**src/rtl/hazard_ctrl_if.sv**
```systemverilog
// hazard_ctrl_if: decode/branch inputs and stall/flush controls exchanged with the hazard unit.
interface hazard_ctrl_if;
    logic        id_valid;
    logic [4:0]  id_rs;
    logic [4:0]  id_rt;
    logic        id_uses_rt;
    logic        id_writes;
    logic [4:0]  id_rd;
    logic        id_is_branch;
    logic        br_resolve;
    logic        pc_hold;
    logic        ifid_hold;
    logic        ifid_flush;
    logic        idex_bubble;
    logic [15:0] stall_cycles;
    logic [15:0] branch_cnt;
    logic        err_spurious;
    modport master (
        output id_valid, id_rs, id_rt, id_uses_rt, id_writes, id_rd, id_is_branch, br_resolve,
        input  pc_hold, ifid_hold, ifid_flush, idex_bubble, stall_cycles, branch_cnt, err_spurious
    );
    modport slave (
        input  id_valid, id_rs, id_rt, id_uses_rt, id_writes, id_rd, id_is_branch, br_resolve,
        output pc_hold, ifid_hold, ifid_flush, idex_bubble, stall_cycles, branch_cnt, err_spurious
    );
endinterface

```
**src/rtl/hazard_ctrl.sv**
```systemverilog
// hazard_ctrl: scoreboard-based RAW stall and branch-wait flush control for a 5-stage pipeline.
module hazard_ctrl #(
    parameter int SB_DEPTH = 3
) (
    input logic clk,
    input logic rst,
    hazard_ctrl_if.slave hz
);
    localparam logic [0:0] RUN = 1'b0;
    localparam logic [0:0] BR_WAIT = 1'b1;
    logic [0:0] state;
    logic [SB_DEPTH-1:0] sbValid;
    logic [4:0] sbRd [SB_DEPTH];
    logic [15:0] stallCycles;
    logic [15:0] branchCnt;
    logic errSpurious;
    logic raw;
    logic inRun;
    logic issueBranch;
    logic loadValid;
    always_comb begin
        raw = 1'b0;
        for (int i = 0; i < SB_DEPTH; i++)
            raw = raw | (sbValid[i] & (((hz.id_rs != 5'd0) & (hz.id_rs == sbRd[i]))
                | (hz.id_uses_rt & (hz.id_rt != 5'd0) & (hz.id_rt == sbRd[i]))));
        raw = raw & hz.id_valid;
    end
    assign inRun = state == RUN;
    assign issueBranch = inRun & hz.id_valid & hz.id_is_branch & ~raw;
    assign loadValid = inRun & ~raw & hz.id_valid & hz.id_writes & (hz.id_rd != 5'd0);
    // In BR_WAIT the PC only moves on the resolve pulse, when it loads the target.
    assign hz.pc_hold = ~rst & (inRun ? raw : ~hz.br_resolve);
    assign hz.ifid_hold = ~rst & inRun & raw;
    assign hz.ifid_flush = ~rst & ~inRun;
    assign hz.idex_bubble = ~rst & (inRun ? raw : 1'b1);
    assign hz.stall_cycles = stallCycles;
    assign hz.branch_cnt = branchCnt;
    assign hz.err_spurious = errSpurious;
    always_ff @(posedge clk) begin
        if (rst) begin
            state <= RUN;
            sbValid <= '0;
            stallCycles <= '0;
            branchCnt <= '0;
            errSpurious <= 1'b0;
        end else begin
            state <= inRun ? (issueBranch ? BR_WAIT : RUN) : (hz.br_resolve ? RUN : BR_WAIT);
            sbValid <= {sbValid[SB_DEPTH-2:0], loadValid};
            if (hz.pc_hold && stallCycles != 16'hFFFF) stallCycles <= stallCycles + 16'd1;
            if (issueBranch && branchCnt != 16'hFFFF) branchCnt <= branchCnt + 16'd1;
            if (inRun && hz.br_resolve) errSpurious <= 1'b1;
        end
    end
    always_ff @(posedge clk) begin
        sbRd[0] <= hz.id_rd;
        for (int i = 1; i < SB_DEPTH; i++) sbRd[i] <= sbRd[i-1];
    end
endmodule

```
**src/flat_wrapper.sv**
```systemverilog
// flat-port wrapper written by rule: the top's interface ports become plain ports
module hazard_ctrl_flat 
#(
    parameter int SB_DEPTH = 3
)
  (clk, rst, hz_id_valid, hz_id_rs, hz_id_rt, hz_id_uses_rt, hz_id_writes, hz_id_rd, hz_id_is_branch, hz_br_resolve, hz_pc_hold, hz_ifid_hold, hz_ifid_flush, hz_idex_bubble, hz_stall_cycles, hz_branch_cnt, hz_err_spurious);
  hazard_ctrl_if hz_i ();
  input logic clk;
  input logic rst;
  input wire logic [$bits(hz_i.id_valid)-1:0] hz_id_valid;
  input wire logic [$bits(hz_i.id_rs)-1:0] hz_id_rs;
  input wire logic [$bits(hz_i.id_rt)-1:0] hz_id_rt;
  input wire logic [$bits(hz_i.id_uses_rt)-1:0] hz_id_uses_rt;
  input wire logic [$bits(hz_i.id_writes)-1:0] hz_id_writes;
  input wire logic [$bits(hz_i.id_rd)-1:0] hz_id_rd;
  input wire logic [$bits(hz_i.id_is_branch)-1:0] hz_id_is_branch;
  input wire logic [$bits(hz_i.br_resolve)-1:0] hz_br_resolve;
  output wire logic [$bits(hz_i.pc_hold)-1:0] hz_pc_hold;
  output wire logic [$bits(hz_i.ifid_hold)-1:0] hz_ifid_hold;
  output wire logic [$bits(hz_i.ifid_flush)-1:0] hz_ifid_flush;
  output wire logic [$bits(hz_i.idex_bubble)-1:0] hz_idex_bubble;
  output wire logic [$bits(hz_i.stall_cycles)-1:0] hz_stall_cycles;
  output wire logic [$bits(hz_i.branch_cnt)-1:0] hz_branch_cnt;
  output wire logic [$bits(hz_i.err_spurious)-1:0] hz_err_spurious;
  assign hz_i.id_valid = hz_id_valid;
  assign hz_i.id_rs = hz_id_rs;
  assign hz_i.id_rt = hz_id_rt;
  assign hz_i.id_uses_rt = hz_id_uses_rt;
  assign hz_i.id_writes = hz_id_writes;
  assign hz_i.id_rd = hz_id_rd;
  assign hz_i.id_is_branch = hz_id_is_branch;
  assign hz_i.br_resolve = hz_br_resolve;
  assign hz_pc_hold = hz_i.pc_hold;
  assign hz_ifid_hold = hz_i.ifid_hold;
  assign hz_ifid_flush = hz_i.ifid_flush;
  assign hz_idex_bubble = hz_i.idex_bubble;
  assign hz_stall_cycles = hz_i.stall_cycles;
  assign hz_branch_cnt = hz_i.branch_cnt;
  assign hz_err_spurious = hz_i.err_spurious;
  hazard_ctrl #(.SB_DEPTH(SB_DEPTH)) u_core (.clk(clk), .rst(rst), .hz(hz_i));
endmodule
```
**config.mk**
```make
export PLATFORM = sky130hd
export DESIGN_NAME = hazard_ctrl_flat
export DESIGN_NICKNAME = d
export VERILOG_FILES = /design/src/rtl/hazard_ctrl_if.sv /design/src/rtl/hazard_ctrl.sv /design/src/flat_wrapper.sv
export SDC_FILE = /design/constraint.sdc
export NUM_CORES = 1
export LEC_CHECK = 0
export CAP_MARGIN = 15
export CORE_MARGIN = 3
export CORE_UTILIZATION = 54
export CTS_CLUSTER_SIZE = 12
export DETAILED_ROUTE_END_ITERATION = 6
export PLACE_DENSITY = 0.87
export SLEW_MARGIN = 25
export SYNTH_ARGS = -nofsm -noshare
export SYNTH_HDL_FRONTEND = slang
export SYNTH_SLANG_ARGS = --single-unit
```
**constraint.sdc**
```tcl
create_clock -name clk -period 8.3 [get_ports clk]
set_input_delay 2.075 -clock clk [delete_from_list [all_inputs] [get_ports clk]]
set_output_delay 2.075 -clock clk [all_outputs]
set_load 0.01 [all_outputs]
```
==> summary.md <==
| Metric | Value |
|---|---|
| Worst hold path type | flop to flop |
| Footprint of the multi-input gates | 0.00145 mm2 |
| CP most frequent cell | clkdlybuf4s50_1 |
| Post-route ant nets | 0 |
| Initial DRC count | 91 |
| Clk_skew | 0.00761 ns |
| Total CTS buffers | 5 |
| RR Endpoint | u_core.hz.stall_cycles[9] |
| Worst setup startpoint | hz_id_rs[1] |
| Synth Instances | 286 |
| GP Congestion | 0.854 |
| Synth Area in Compound Gates | 11.9% |
| R2r setup slk | 5.80 ns |
| Area delta synth->final | 28.6% |
| Crit path max fanout | 26 |
| Root buffer cell | clkbuf_8 |
| Setup_tns | 0 ns |
| Clock sink count | 52 |
| Leak pwr | 0.00116 uW |
| DP HPWL | 4.47 mm |
| Core Rows | 24 |
| Share of layout cells above drive strength 1 | 7.76% |
| Peak supply drop | 0.000114 V |
| Placed Cells | 392 |
| CP required | 6.23 ns |
| Hold Path End | u_core.sbRd[0][11] |
| Hold_buf cts | 0 |
| Seq/Total Area, Yosys | 40.6% |
| Post-synth EDFFs | 0 |
| Clock latency on the worst-skew pair | 0.31 ns |
| Post-Syn Nets | 310 |
| Worst path bufs/invs | 4 |
| Final hold violations | 0 |
| WL/cell | 14.9 um |
| Synth unique cells | 50 |
| First-pass GRT wire length | 9.94 mm |
| RSZ-0062 raised after global routing | no |
| Worst-Margin Slew | 0.797 ns |
| Leading register cell type out of synthesis | dfxtp_1 |
| Initial antenna violation count | 0 |
| Worst path cell trace | clkdlybuf4s50_1 > or4_4 > nor2_4 > nor3_2 > a2111oi_0 > a21o_1 > buf_4 > inv_1 > clkdlybuf4s50_1 |
| H-tree depth | 2 |
| Mapped Area | 0.00256 mm2 |
| Post-route cell area | 0.00330 mm2 |
| Register bit total from synthesis | 52 |
| Mean post-synth cell area | 8.96 um2 |
| Ys Warns | 0 |
| Die Y | 74.9 um |
| Final worst slack | 1.31 ns |
| # nets final | 371 |
| Worst slack at placement | 1.34 ns |
| Critical path capture point type | primary output |
| Fin crit share | 84.2% |
| Post-synthesis xor/xnor area fraction | 12.3% |
| Reg2Reg Depth | 6 |
| Die width | 74.9 um |
| Total GRT Usage | 23.1% |
| Power Total | 481 uW |
| Final setup vio count | 0 |
| CP Class | primary input to primary output |
| Gr ovfl total | 0 |
| TritonCTS clock tree | yes |
| Finished Layout Cells | 400 |
| Fmax | 143 MHz |
| Full die area | 0.00561 mm2 |
| Initial core utilization | 57.3% |
| Critical path arrival | 4.91 ns |
| Reg clk slew, reported paths | 0.10 ns |
| Largest family of logic cells by synthesized area | simple AND/OR/NAND/NOR gates |
| WHS Path Cells | 0 |
| CP max-delay cell | or4_4 |
| Pin count of the biggest net entering global routing | 27 |
| Fraction of the mapped netlist area in adder cells | 0.976% |
| Post-CTS Setup Bufs | 0 |
| Total number of vias | 2280 |
| Fill count | 345 |
| Post-cts gate resize count | 0 |
| Status | finished clean |
| PD cells | 146 mW/mm2 |
| IO Count | 59 |
| Max-cap violations | 0 |
| Vias per cell | 5.70 |
| Post-Synth Simple-Gate Area | 28.6% |
| HP Start | u_core.sbRd[0][6] |
| Post-Route WL | 5.96 mm |
| CP peak stage delay | 0.59 ns |
| Register area | 0.00104 mm2 |
| Min cycle time layout | 6.99 ns |
| Core area | 0.00447 mm2 |
| Port buffer count | 58 |
| Area of placed instances | 0.00318 mm2 |
| Async set or reset register ratio after synthesis | 0% |
| DR pass1 iterations | 4 |
| CP delay by family, top | buffers and inverters |
| Mux contribution to synthesized area | 2.54% |
| Slew HR | 46.7% |
| Number of global-route vias before repair | 2164 |
| Clock Path Buffers | 2 |
| ANT cells | 0 |
| Worst r2r src | u_core.hz.stall_cycles[8] |
| Crit start category | primary input |
| DRC violations left | 0 |
| Final Max Slew Viols | 0 |
## final cells by class
class,count,area share [%]
multi-input combinational,218,43.8
inverter,10,1.14
timing repair buffer,60,18.1
tap,52,1.97
clock inverter,3,1.29
clock buffer,5,2.09
sequential,52,31.6
## worst max-delay path by stage
| stage | to | depth (start not counted) |
|---|---|---|
| finish | hz_pc_hold | 9 |
| global route | hz_pc_hold | 7 |
| CTS | hz_pc_hold | 9 |
| detailed placement | hz_idex_bubble | 9 |
| global placement | hz_idex_bubble | 9 |
| floorplan | hz_pc_hold | 7 |
## stage by stage
step | util (%) | hold slack [ns]
after global placement | 71.2 | 0.393
after global routing | 73.7 | 0.411
after floorplan | - | 0.373
after CTS | 73.7 | 0.407
final | 73.7 | 0.403
after detailed placement | 71.2 | 0.394
## layout by cell type, fill, tap and decap left out, drive strengths merged, types with 2 or more instances in the layout
cell / instances
o31ai: 3
or4: 6
nor4: 7
and2: 3
nand2b: 2
mux2: 4
nand4: 10
xor2: 20
nor2b: 8
mux2i: 2
o311ai: 3
nand3: 13
a21oi: 19
and4: 2
xnor2: 16
ha: 2
buf: 2
or3: 13
nand2: 17
and3: 9
nor2: 22
inv: 10
clkbuf: 5
o21ai: 16
nor3: 7
o21a: 3
dfxtp: 52
clkdlybuf4s50: 58
## worst reg2reg max path: cells and delay by family (launching register included)
| kind | cells | cell delay, ns |
|---|---|---|
| flip-flops | 1 | 0.47 |
| multiplexers | 1 | 0.31 |
| AND/OR/NAND/NOR | 5 | 1.61 |
## sequential cells by signal, indices dropped and copies added, names as in the netlist
register                flops
u_core.hz.branch_cnt       16
u_core.hz.err_spurious      1
u_core.sbValid              3
u_core.hz.stall_cycles     16
u_core.state                1
u_core.sbRd                15
## cell families after synthesis
| family | Yosys count |
|---|---|
| XOR/XNOR | 36 |
| AO/OA/AOI/OAI | 50 |
| buffers and inverters | 16 |
| multiplexers | 6 |
| AND/OR/NAND/NOR | 124 |
| flip-flops | 52 |
| adder cells (fa/ha/maj) | 2 |
## layer usage
| layer | vias to the layer above | routed length (um) | global-route usage, % |
|---|---|---|---|
| met4 | 0 | 119 | 7.11 |
| met2 | 60 | 2850 | 37.2 |
| met5 | - | 0 | 0 |
| met1 | 1060 | 2690 | 30.0 |
| li1 | 1148 | - | - |
| met3 | 12 | 298 | 6.41 |
## power by group
group | internal (uW) | leakage [uW] | switching, uW
combinational | 23.7 | 0.000679 | 21.1
sequential | 255 | 0.000425 | 5.97
clock | 89.3 | 0.0000541 | 86.4
## synth_stat cells, drive strengths merged (2+ instances only)
cell type	count	share of area, %
or4	6	1.9
nand2	17	2.6
nor2	22	3.5
inv	10	1.5
o21a	3	0.88
o311ai	3	1.0
xnor2	16	5.5
and2	3	0.73
nor2b	8	2.0
or3	13	3.2
ha	2	0.98
mux2i	2	0.78
and3	9	2.3
nand3	13	2.5
o21ai	16	3.1
nand2b	2	0.49
and4	2	0.68
o31ai	3	1.1
xor2	20	6.8
buf	4	1.3
nor3	7	1.8
dfxtp	52	41
clkbuf	2	0.29
nand4	10	2.7
nor4	7	2.8
a21oi	19	3.7
mux2	4	1.8
(Power assumes the default switching activity.)
